===== src/rtl/adc_capture_ctrl.sv =====
// ADC capture sequencer: arm on start, wait for a trigger edge, skip a delay,
// then gate fixed-length frames of lane samples downstream, N times or forever.
`ifndef NUM_LANES
`define NUM_LANES 4
`endif

module adc_capture_ctrl #(
  parameter int NUM_LANES = `NUM_LANES,
  parameter int LEN_W     = 16,
  parameter int FRM_W     = 8
) (
  input  logic                 adc_clk,
  input  logic                 rst_n,
  input  logic                 cfg_start,
  input  logic                 cfg_abort,
  input  logic [LEN_W-1:0]     cfg_frame_len,
  input  logic [FRM_W-1:0]     cfg_num_frames,
  input  logic [LEN_W-1:0]     cfg_delay,
  input  logic [NUM_LANES-1:0] cfg_lane_mask,
  input  logic                 trig_in,
  input  logic [NUM_LANES-1:0] adc_valid_in,
  input  logic                 ds_ready,
  output logic [NUM_LANES-1:0] cap_en,
  output logic                 sof,
  output logic                 eof,
  output logic                 busy,
  output logic                 done,
  output logic [FRM_W-1:0]     frame_cnt,
  output logic                 ovf_err,
  output logic                 cfg_err
);

  typedef enum logic [2:0] {S_IDLE, S_ARMED, S_DELAY, S_CAPTURE, S_DONE} state_t;

  state_t               r_state;
  logic [LEN_W-1:0]     r_len, r_dly, r_cnt;
  logic [FRM_W-1:0]     r_nfr;
  logic [NUM_LANES-1:0] r_mask;
  logic                 r_trig_prev;

  logic                 w_tick, w_edge, w_cfg_bad, w_len_last, w_dly_last;
  logic [LEN_W-1:0]     w_len_m1, w_dly_m1, w_cnt_inc;
  logic [FRM_W-1:0]     w_fc_next;

  // A tick means every participating lane has a sample this cycle.
  assign w_tick     = &(adc_valid_in | ~r_mask);
  assign w_edge     = trig_in & ~r_trig_prev;
  assign w_cfg_bad  = (cfg_frame_len == '0) || (cfg_lane_mask == '0);
  assign w_len_m1   = r_len - 1'b1;
  assign w_dly_m1   = r_dly - 1'b1;
  assign w_cnt_inc  = r_cnt + 1'b1;
  assign w_len_last = (r_cnt == w_len_m1);
  assign w_dly_last = (r_cnt == w_dly_m1);
  assign w_fc_next  = frame_cnt + 1'b1;

  always_ff @(posedge adc_clk or negedge rst_n) begin
    if (!rst_n) begin
      r_state     <= S_IDLE;
      r_len       <= '0;
      r_dly       <= '0;
      r_cnt       <= '0;
      r_nfr       <= '0;
      r_mask      <= '0;
      r_trig_prev <= 1'b0;
      cap_en      <= '0;
      sof         <= 1'b0;
      eof         <= 1'b0;
      busy        <= 1'b0;
      done        <= 1'b0;
      frame_cnt   <= '0;
      ovf_err     <= 1'b0;
      cfg_err     <= 1'b0;
    end else begin
      r_trig_prev <= trig_in;
      busy        <= (r_state != S_IDLE);
      cap_en      <= '0;
      sof         <= 1'b0;
      eof         <= 1'b0;
      done        <= 1'b0;
      cfg_err     <= 1'b0;
      if (cfg_abort) begin
        r_state <= S_IDLE;
      end else begin
        unique case (r_state)
          S_IDLE: if (cfg_start) begin
            if (w_cfg_bad) begin
              cfg_err <= 1'b1;
            end else begin
              r_len     <= cfg_frame_len;
              r_dly     <= cfg_delay;
              r_nfr     <= cfg_num_frames;
              r_mask    <= cfg_lane_mask;
              r_cnt     <= '0;
              frame_cnt <= '0;
              ovf_err   <= 1'b0;
              r_state   <= S_ARMED;
            end
          end
          S_ARMED: if (w_edge) begin
            r_cnt   <= '0;
            r_state <= (r_dly != '0) ? S_DELAY : S_CAPTURE;
          end
          S_DELAY: if (w_tick) begin
            if (w_dly_last) begin
              r_cnt   <= '0;
              r_state <= S_CAPTURE;
            end else begin
              r_cnt <= w_cnt_inc;
            end
          end
          S_CAPTURE: if (w_tick) begin
            // The ADC cannot stall, so a refused sample is still counted.
            if (ds_ready) begin
              cap_en <= r_mask;
              sof    <= (r_cnt == '0);
              eof    <= w_len_last;
            end else begin
              ovf_err <= 1'b1;
            end
            if (w_len_last) begin
              r_cnt     <= '0;
              frame_cnt <= w_fc_next;
              r_state   <= ((r_nfr != '0) && (w_fc_next == r_nfr)) ? S_DONE : S_ARMED;
            end else begin
              r_cnt <= w_cnt_inc;
            end
          end
          S_DONE: begin
            done    <= 1'b1;
            r_state <= S_IDLE;
          end
          default: r_state <= S_IDLE;
        endcase
      end
    end
  end

endmodule

===== config.mk =====
export PLATFORM = sky130hd
export DESIGN_NAME = adc_capture_ctrl
export DESIGN_NICKNAME = d
export VERILOG_FILES = /design/src/rtl/adc_capture_ctrl.sv
export SDC_FILE = /design/constraint.sdc
export NUM_CORES = 1
export LEC_CHECK = 0
export BUFFER_PORTS_ARGS = -buffer_cell sky130_fd_sc_hd__clkbuf_2
export CAP_MARGIN = 10
export CORE_MARGIN = 1.5
export CORE_UTILIZATION = 50
export DETAILED_ROUTE_END_ITERATION = 7
export GPL_ROUTABILITY_DRIVEN = 1
export GPL_TIMING_DRIVEN = 0
export PLACE_DENSITY = 0.79
export SYNTH_ARGS = -nofsm -noshare
export SYNTH_HDL_FRONTEND = slang
export SYNTH_SLANG_ARGS = --single-unit

===== constraint.sdc =====
create_clock -name adc_clk -period 3.3 [get_ports adc_clk]
set_input_delay 0 -clock adc_clk [delete_from_list [all_inputs] [get_ports adc_clk]]
set_output_delay 0 -clock adc_clk [all_outputs]
set_load 0.01 [all_outputs]

==> metrics.md, run 1 <==
| Metric | Value |
|---|---|
| H-tree lvl count | `3` |
| # diodes | `0` |
| IO Pins | `72` |
| Synthesized area | `approximately 0.0051 mm²` |
| Area of the multi-input gates | `just under 0.003 mm²` |
| GRT Total Usage | `about a quarter` |
| Syn_nets | `583` |
| Top FF cell, synth | `dfrtp_1` |
| Vias per cell | `between 5 and 6` |
| Starting Density | `a little over half` |
| Gpl congestion | `0.953` |
| Final Net Count | `718` |
| Pins over their slew limit | `0` |
| Worst-Skew Late Latency | `0.36 ns` |
| Final hold violation count | `0` |
| Final setup viols | `0` |
| Yosys warns | `0` |
| Number of global-route vias before repair | `around 4600` |
| Post-route core utilization | `65.5%` |
| Compound-Gate Fraction of Synth Area | `around an eighth` |
| Residual DRC | `1` |
| Total gr overflow | `0` |
| Final ANT Viol Nets | `0` |
| Synth unique cells | `67` |
| Total Power | `4.18 mW` |
| PD cells | `roughly 650 mW/mm²` |
| Die X-Extent | `104 µm` |
| Commonest non-fill, non-tap cell in the layout | `dfrtp_1` |
| Die Ht | `roughly 100 µm` |
| CTS Buf Count | `9` |
| FF-to-FF path depth | `12` |
| DRT Pass-1 Iters | `8` |
| Number of synthesized flops with an enable pin | `0` |
| Tightest Hold Check Type | `input port to async pin` |
| Clock-pin slew on the worst setup and hold paths | `~0.10 ns` |
| Total number of vias | `~4800` |
| Max capacitance violation total | `0` |
| Clock Skew | `approximately 0.013 ns` |
| Post-synthesis mux area share | `between 10% and 20%` |
| FMAX | `approximately 310 MHz` |
| Total die area | `about 0.011 mm²` |
| FF-to-FF Start | `r_len[1]$_DFFE_PN0P_` |
| Largest net degree at the start of global routing | `65` |
| # fillers | `746` |
| Setup TNS | `0 ns` |
| CTS max path bufs | `2` |
| WS Path Type | `register to register` |
| Final period utilization | `a little over nine tenths` |
| Synth async-reset ratio | `100%` |
| Syn Inst Count | `524` |
| Post-synth top area share | `~40%` |
| CP Max Fanout | `9` |
| Register area | `slightly above 0.002 mm²` |
| Xor-xnor portion of the synthesized cell area | `8.53%` |
| Period minus WS final | `3.21 ns` |
| CP arrival | `3.46 ns` |
| Worst-Margin Slew | `approximately 0.74 ns` |
| Initial antenna violation count | `0` |
| Synth top area cells | `dfrtp_1 40%, mux2_2 9.9%, xnor2_1 5.6%, xor2_1 2.9%, nand3_1 2.5%` |
| Core area | `between 0.009 and 0.01 mm²` |
| DR iter-0 viols | `around 460` |
| Status | `finished with violations` |
| Failing checks | `DRC` |
| Critical Path End Type | `register` |
| Area leader, netlist | `dfrtp_1` |
| CTS tree | `built` |
| Most frequent cells in the layout | `80 x dfrtp_1, 70 x clkbuf_2, 49 x dlygate4sd3_1` |
| Num rows | `36` |
| Clock sink count | `between 80 and 90` |
| Hold slack | `0.0734 ns` |
| RR Endpoint | `frame_cnt[7]$_DFFE_PN0P_` |
| Total wire length | `13900 µm` |
| Peak supply drop | `0.410 mV` |
| Crit path to | `frame_cnt[7]$_DFFE_PN0P_` |
| Critical Path Source | `r_len[1]$_DFFE_PN0P_` |
| Largest family of logic cells by synthesized area | `simple AND/OR/NAND/NOR gates` |
| Sequential cell area fraction in the yosys report | `approximately two fifths` |
| Leak Pwr | `roughly 2.7 nW` |
| Synth Area in Adders | `1.22%` |
| Layout cells sized above 1 | `a little over a quarter` |
| Startpoint Class | `register` |
| Wirelength per Cell | `approximately 17 µm` |
| FF+latch count, synth | `between 80 and 90` |
| Slew HR | `between 40% and 50%` |
| R2r setup slk | `0.09 ns` |
| Avg Inst Size Synth | `between 9 and 10 µm²` |
| First-pass GRT wire length | `between 20000 and 25000 µm` |
| Clock root cell | `clkbuf_8` |
| Port Buffer Count | `71` |
| Simple-Gate Fraction of Synth Area | `around 22%` |
| Crit path required time | `approximately 3.5 ns` |
| Layout overhead on the synthesized area | `25.9%` |
| Hpwl dp | `between 9000 and 10000 µm` |
-- report_power, final --
part / switching, mW / internal (mW) / total, mW / leakage (nW)
clock network: 0.436 / 0.298 / 0.734 / 0.100
registers: 0.373 / 1.29 / 1.67 / 1.04
logic: 0.908 / 0.874 / 1.78 / 1.56
total: 1.72 / 2.47 / 4.18 / 2.70
-- synth_stat cells (all sizes together) (6+ instances only) --
| cell | instances |
|---|---|
| inv | 25 |
| nand2 | 27 |
| or4 | 8 |
| o31ai | 7 |
| nand3 | 26 |
| xnor2 | 33 |
| xor2 | 17 |
| nor2 | 23 |
| and3 | 11 |
| a21oi | 14 |
| buf | 12 |
| o211ai | 6 |
| o21ai | 15 |
| nand4 | 10 |
| clkbuf | 19 |
| dfrtp | 82 |
| nor3 | 20 |
| nor4 | 18 |
| and2 | 6 |
| a31oi | 8 |
| nor2b | 11 |
| mux2 | 45 |
| o22ai | 7 |
-- area by class of cell --
cell class	instances	area share [%]
Clock buffer	9	1.92
Inverter	25	1.45
Sequential cell	82	31.8
Tap cell	133	2.58
Buffer	31	2.25
Clock inverter	7	1.06
Multi-Input combinational cell	386	45.1
Timing Repair Buffer	124	13.8
-- cell families after synthesis --
logic type,count (synthesis)
mux,50
buf+inv,56
xor+xnor,50
fa+ha+maj,5
flops,82
simple gates,189
compound gates,92
-- registers in the layout (all words and copies together) (netlist names), 3 cells and up --
signal / count
r_mask: 4
r_state: 3
r_dly: 16
r_cnt: 16
r_nfr: 8
frame_cnt: 8
cap_en: 4
r_len: 16
-- how the worst min path moves through the flow --
stage | slack, ns | end
6_report | 0.07 | r_dly[9]$_DFFE_PN0P_
5_1_grt | 0.1 | r_dly[4]$_DFFE_PN0P_
4_1_cts | 0.08 | r_dly[4]$_DFFE_PN0P_
3_5_place_dp | -0.07 | r_dly[4]$_DFFE_PN0P_
3_3_place_gp | 0.13 | r_trig_prev$_DFF_PN0_
2_1_floorplan | -0.30 | busy$_DFF_PN0_
-- what timing repair did --
item,in CTS,in global routing
pin swaps,0,2
buffers inserted,0,2
gates resized for setup,2,11
hold buffers,49,0
endpoints found under the hold margin,137,0
setup endpoints to repair,8,25
-- metrics by stage --
stage               area, µm²  cells  setup slack [ns]
floorplan                5130    524             0.418
global placement         5660    728            -0.119
detailed placement       5690    729            -0.236
CTS                      6380    794            0.0132
global route             6460    797          -0.00284
finish                   6460    797            0.0853
-- layer usage --
| layer | vias to the layer above | share of wire (%) | track usage [%] |
|---|---|---|---|
| met4 | 0 | 2.9 | 9.92 |
| met1 | 2247 | 40 | 33.6 |
| met3 | 50 | 7.5 | 4.07 |
| met5 | - | 0 | 0 |
| li1 | 2205 | - | - |
| met2 | 257 | 49 | 43.3 |
-- critical path, stage by stage, from the launching register on --
cell	delay (ns)
dfrtp_2	0.46
inv_1	0.07
ha_2	0.21
nor3b_4	0.42
a21oi_1	0.19
a2111oi_4	0.38
o2111ai_2	0.21
or4_1	0.41
buf_2	0.18
and2_4	0.17
buf_6	0.13
o21ai_1	0.15
o31ai_1	0.09
No activity file was read; power rests on OpenSTA's default activity.
==> inputs of run 2 (changes only) <==
Settings changed: CTS_BUF_LIST from default to sky130_fd_sc_hd__clkbuf_4 sky130_fd_sc_hd__clkbuf_8 sky130_fd_sc_hd__clkbuf_16.
Clock period 3.3 ns to 4.1 ns, I/O delays scaled along.
==> run 2 against run 1 <==
  * The run now ends clean
  * Non-clock buffer count shrank 2
  * Power is 22% lower
  * Die area is the same
  * Wire length decreased by 1.4%
  * Critical endpoint unchanged
  * Largest cell class unchanged
  * Largest power group unchanged
  * Highest routed layer unchanged
==> metrics.md, run 2 (synthesis gave the netlist of run 1 again) <==
| Metric | Value |
|---|---|
| Peak supply drop | `between 0.3 and 0.4 mV` |
| # diodes | `0` |
| DRT Pass-1 Iters | `8` |
| Clock sink count | `between 80 and 90` |
| CP Max Fanout | `9` |
| Commonest non-fill, non-tap cell in the layout | `dfrtp_1` |
| First-pass GRT wire length | `approximately 23000 µm` |
| Wirelength per Cell | `between 15 and 20 µm` |
| Final setup viols | `0` |
| Num rows | `36` |
| Largest regs | `r_cnt: 16 flops, r_dly: 16 flops, r_len: 16 flops` |
| Total number of vias | `4764` |
| NetSw | `1.33 mW` |
| Clock power share | `roughly 18%` |
| Internal power | `between 1.5 and 2 mW` |
| Period minus WS final | `roughly 3.6 ns` |
| Final ANT Viol Nets | `0` |
| Leak Pwr | `between 2 and 3 nW` |
| CTS Buf Count | `9` |
| Starting Density | `a little over half` |
| CTS max path bufs | `2` |
| CP arrival | `approximately 3.8 ns` |
| Residual DRC | `0` |
| Final period utilization | `a little under 90%` |
| H-tree lvl count | `3` |
| Final Net Count | `716` |
| Clock-pin slew on the worst setup and hold paths | `approximately 0.10 ns` |
| Critical Path End Type | `register` |
| Post-CTS setup buffer count | `0` |
| Tightest Hold Check Type | `input port to async pin` |
| Clock Skew | `0.0148 ns` |
| Total die area | `0.0109 mm²` |
| Cts repair resizes | `0` |
| Hold_buf cts | `between 40 and 50` |
| Hpwl dp | `between 9000 and 10000 µm` |
| Status | `complete, no violations` |
| GRT Total Usage | `between 20% and 30%` |
| IO Pins | `72` |
| Final hold violation count | `0` |
| Layout cells sized above 1 | `between 20% and 30%` |
| Hold slack | `~0.076 ns` |
| Worst-Margin Slew | `approximately 0.73 ns` |
| Slew HR | `roughly half` |
| Total gr overflow | `0` |
| Crit path required time | `~4.3 ns` |
| Port Buffer Count | `71` |
| Startpoint Class | `register` |
| FMAX | `279 MHz` |
| Die X-Extent | `approximately 100 µm` |
| Pins over their slew limit | `0` |
| Switching portion of total power | `40.5%` |
| DR iter-0 viols | `367` |
| Core area | `between 0.009 and 0.01 mm²` |
| Initial antenna violation count | `0` |
| WS Path Type | `register to register` |
| Number of global-route vias before repair | `~4600` |
| Layout overhead on the synthesized area | `24.1%` |
| PD cells | `514 mW/mm²` |
| RSZ-0062 raised after global routing | `false` |
| Die Ht | `~100 µm` |
| Setup TNS | `0 ns` |
| Worst-Skew Late Latency | `around 0.37 ns` |
| Most frequent cells in the layout | `82 x dfrtp_1, 70 x clkbuf_2, 49 x dlygate4sd3_1` |
| Total wire length | `13700 µm` |
| Gpl congestion | `0.953` |
| CTS tree | `built` |
| Vias per cell | `~6` |
| Clock root cell | `clkbuf_8` |
| Power share of the combinational group | `41.4%` |
| Max capacitance violation total | `0` |
| Largest net degree at the start of global routing | `65` |
| Seq pwr share | `between 40% and 50%` |
[run 2: cell types whose count changed in the layout (fill, tap and decap cells not counted), moves of 2 or more]
| cell | delta |
|---|---|
| dfrtp_1 | +2 |
| dfrtp_2 | -2 |
| buf_4 | -2 |
| a2111oi_4 | -2 |
[run 2: worst paths after layout]
path,start,endpoint,slack (ns),cells after the start
min,rst_n,r_dly[9]$_DFFE_PN0P_,0.08,2
min in group adc_clk,adc_valid_in[3],ovf_err$_DFFE_PN0P_,0.08,5
max in group asynchronous,rst_n,cfg_err$_DFF_PN0_,3.43,3
max reg2reg,r_len[0]$_DFFE_PN0P_,frame_cnt[7]$_DFFE_PN0P_,0.52,12
min reg2reg,ovf_err$_DFFE_PN0P_,ovf_err$_DFFE_PN0P_,0.52,2
max,r_len[0]$_DFFE_PN0P_,frame_cnt[7]$_DFFE_PN0P_,0.52,12
[run 2: layout make-up]
cell class	instances	area, µm²
well taps	133	166
repair buffers	122	880
multi-input cells	386	2840
fillers	770	3490
flip-flops and latches	82	2050
clock buffers	9	124
plain buffers	31	145
clock inverters	7	68.8
inverters	25	93.8
[run 2: power by group through the flow]
stage               Clock [mW]  Sequential (mW)  Combinational [mW]
finish                   0.588             1.33                1.36
CTS                      0.591             1.32                1.34
global placement             0             1.32                1.24
global route             0.628             1.37                1.49
floorplan                    0             1.26                1.04
detailed placement           0             1.34                1.29
[run 2: per-stage QoR]
stage | util, % | power, mW | instance area, µm² | cells | worst slack [ns]
3_5_place_dp | 57.6 | 2.63 | 5690 | 729 | 0.564
5_1_grt | 64.6 | 3.49 | 6370 | 795 | 0.372
6_report | 64.6 | 3.28 | 6370 | 795 | 0.517
2_1_floorplan | - | 2.30 | 5130 | 524 | 1.22
4_1_cts | 64.6 | 3.25 | 6370 | 794 | 0.531
3_3_place_gp | 57.3 | 2.56 | 5660 | 728 | 0.681
[run 2: critical path, stage by stage (launching register included)]
cell       delay [ns]
dfrtp_1          0.46
inv_1            0.09
ha_1             0.21
nor3b_2          0.48
a21oi_1          0.13
a2111oi_1        0.66
o2111ai_1        0.28
or4_1            0.43
buf_2            0.18
and2_4           0.17
buf_6            0.13
o21ai_1          0.14
o31ai_1          0.09
[run 2: per-layer routing]
metal	part of all wire (%)	routed length (µm)	vias to the layer above	GRT usage, %
li1	-	-	2199	-
met1	42	5720	2269	33.5
met2	49	6700	260	43.1
met5	0	0	-	0
met4	2.7	371	0	9.82
met3	6.9	948	36	4.01
==> inputs of run 3 (changes only) <==
Settings changed: CORE_ASPECT_RATIO from default to 0.6, PLACE_DENSITY 0.79 to 0.71.
==> run 3 against run 2 <==
  * Clock-buffer cell count is 1 higher
  * Sequential power about the same
  * Combinational power barely moved
  * Largest cell class unchanged
  * Sequential cell count did not move
  * Register-to-register slack worse by 0.15 ns
  * Cell count rose by 0.13%
  * Largest power group unchanged
  * Critical endpoint is now frame_cnt[6]$_DFFE_PN0P_
  * Critical path depth did not move
  * Final area grew 1.4%
  * Wire length is 6.5% higher
==> metrics.md, run 3 (synthesis gave the netlist of run 1 again) <==
| Metric | Value |
|---|---|
| Port Buffer Count | `71` |
| Tightest Hold Check Type | `input port to async pin` |
| Die Ht | `roughly 80 µm` |
| Cells after DPL | `731` |
| Final ANT Viol Nets | `0` |
| Startpoint Class | `register` |
| Crit path to | `frame_cnt[6]$_DFFE_PN0P_` |
| H-tree lvl count | `3` |
| FMAX | `268 MHz` |
| PD cells | `541 mW/mm²` |
| RSZ-0062 raised after global routing | `false` |
| Number of global-route vias before repair | `approximately 4500` |
| Final period utilization | `between 90 and 100%` |
| FF-to-FF path depth | `12` |
| Clock-pin slew on the worst setup and hold paths | `around 0.060 ns` |
| Final setup viols | `0` |
| Gpl congestion | `around 0.94` |
| Clock sink count | `approximately 80` |
| DR iter-0 viols | `approximately 460` |
| RR Endpoint | `frame_cnt[6]$_DFFE_PN0P_` |
| FF-to-FF Start | `r_len[0]$_DFFE_PN0P_` |
| IO Pins | `72` |
| Peak supply drop | `roughly 0.36 mV` |
| Largest net degree at the start of global routing | `46` |
| R2r setup slk | `between 0.3 and 0.4 ns` |
| Largest regs | `r_cnt: 16 flops, r_dly: 16 flops, r_len: 16 flops` |
| Slew HR | `13.5%` |
| Leak Pwr | `between 2 and 3 nW` |
| Pins over their slew limit | `0` |
| Hold slack | `0.194 ns` |
| Die X-Extent | `roughly 130 µm` |
| DRT Pass-1 Iters | `5` |
| CTS tree | `built` |
| First-pass GRT wire length | `around 23000 µm` |
| Layout overhead on the synthesized area | `25.8%` |
| Num rows | `28` |
| # diodes | `0` |
| Initial antenna violation count | `0` |
| Total wire length | `14600 µm` |
| Commonest non-fill, non-tap cell in the layout | `dfrtp_1` |
| Critical Path Source | `r_len[0]$_DFFE_PN0P_` |
| Cts repair resizes | `0` |
| CP max-delay cell | `a2111oi_1` |
| Clock Skew | `0.00636 ns` |
| Vias per cell | `~6` |
| Residual DRC | `0` |
| Core area | `0.00991 mm²` |
| GRT Total Usage | `approximately 28%` |
| Setup TNS | `0 ns` |
| Wirelength per Cell | `between 15 and 20 µm` |
| Critical Path End Type | `register` |
| Total die area | `~0.011 mm²` |
| Period minus WS final | `3.73 ns` |
| Total gr overflow | `0` |
| Status | `complete, no violations` |
| Total number of vias | `4744` |
| Final hold violation count | `0` |
| Final Net Count | `between 700 and 800` |
| WS Path Type | `register to register` |
| CP arrival | `slightly below 4 ns` |
| Total Power | `around 3.5 mW` |
| CTS max path bufs | `2` |
| Worst-Skew Late Latency | `0.35 ns` |
| Worst path cell trace | `inv_1 > ha_1 > nor3b_2 > a21oi_1 > a2111oi_1 > o2111ai_1 > or4_1 > buf_2 > and2_4 > buf_6 > o21ai_1 > o31ai_1` |
| Worst-Margin Slew | `~1.3 ns` |
| Clock root cell | `clkbuf_16` |
| Slowest stage delay, CP | `about 0.68 ns` |
| Layout cells sized above 1 | `between 20% and 30%` |
| Crit path required time | `4.32 ns` |
| CTS Buf Count | `9` |
| Starting Density | `51.8%` |
| Max capacitance violation total | `0` |
| Fin cells | `roughly 800` |
| Most frequent cells in the layout | `82 x dfrtp_1, 70 x clkbuf_2, 49 x dlygate4sd3_1` |
| CP Max Fanout | `9` |
| Hpwl dp | `10600 µm` |
-- run 3: cell types whose count changed in the layout (fill, tap and decap cells not counted), moves of 3 or more --
cell / before / now
inv_8: 3 / 0
clkbuf_16: 0 / 9
clkinvlp_4: 0 / 3
clkbuf_8: 9 / 0
-- run 3: worst min-delay path by stage --
| stage | endpoint | slack [ns] | cells after the start |
|---|---|---|---|
| after global routing | r_dly[0]$_DFFE_PN0P_ | 0.25 | 2 |
| after detailed placement | r_dly[0]$_DFFE_PN0P_ | 0.04 | 1 |
| after CTS | r_dly[0]$_DFFE_PN0P_ | 0.21 | 2 |
| after floorplan | busy$_DFF_PN0_ | -0.30 | 0 |
| after global placement | r_trig_prev$_DFF_PN0_ | 0.14 | 1 |
| final | r_dly[0]$_DFFE_PN0P_ | 0.19 | 2 |
-- run 3: critical path: cells and delay by family (launching register included) --
family          cells  cell delay (ns)
compound gates      5             1.37
fa+ha+maj           1             0.23
buf+inv             3             0.43
flops               1             0.46
simple gates        3             1.11
-- run 3: timing repair --
item | in CTS | in global routing
hold buffers | 49 | 0
buffers inserted | 0 | 0
hold endpoints to repair | 92 | 0
endpoints found under the setup margin | 0 | 0
-- run 3: layer usage --
| metal | share of wire, % | global-route usage [%] |
|---|---|---|
| met2 | 43 | 41.6 |
| met3 | 9.3 | 7.10 |
| met1 | 46 | 40.6 |
| met5 | 0 | 0 |
| met4 | 1.8 | 8.70 |
-- run 3: area by class of cell --
class,count,area [µm²]
Tap cell,135,169
Clock inverter,6,48.8
Sequential cell,82,2050
Timing Repair Buffer,121,876
Fill cell,773,3450
Buffer,31,145
Inverter,25,93.8
Multi-Input combinational cell,386,2840
Clock buffer,10,233
-- run 3: where the power goes --
group          switching [mW]  total, mW  leakage [nW]  internal [mW]
clock network           0.339      0.761         0.129          0.422
logic                   0.719       1.39          1.54          0.669
registers               0.306       1.35          1.04           1.04
total                    1.36       3.50          2.71           2.13
-- run 3: per-stage QoR --
stage	worst slack, ns	util, %	instance area [µm²]
final	0.371	65.2	6460
after detailed placement	0.496	57.4	5690
after global placement	0.701	57.1	5660
after floorplan	1.22	-	5130
after CTS	0.482	65.2	6460
after global routing	0.0813	65.2	6460
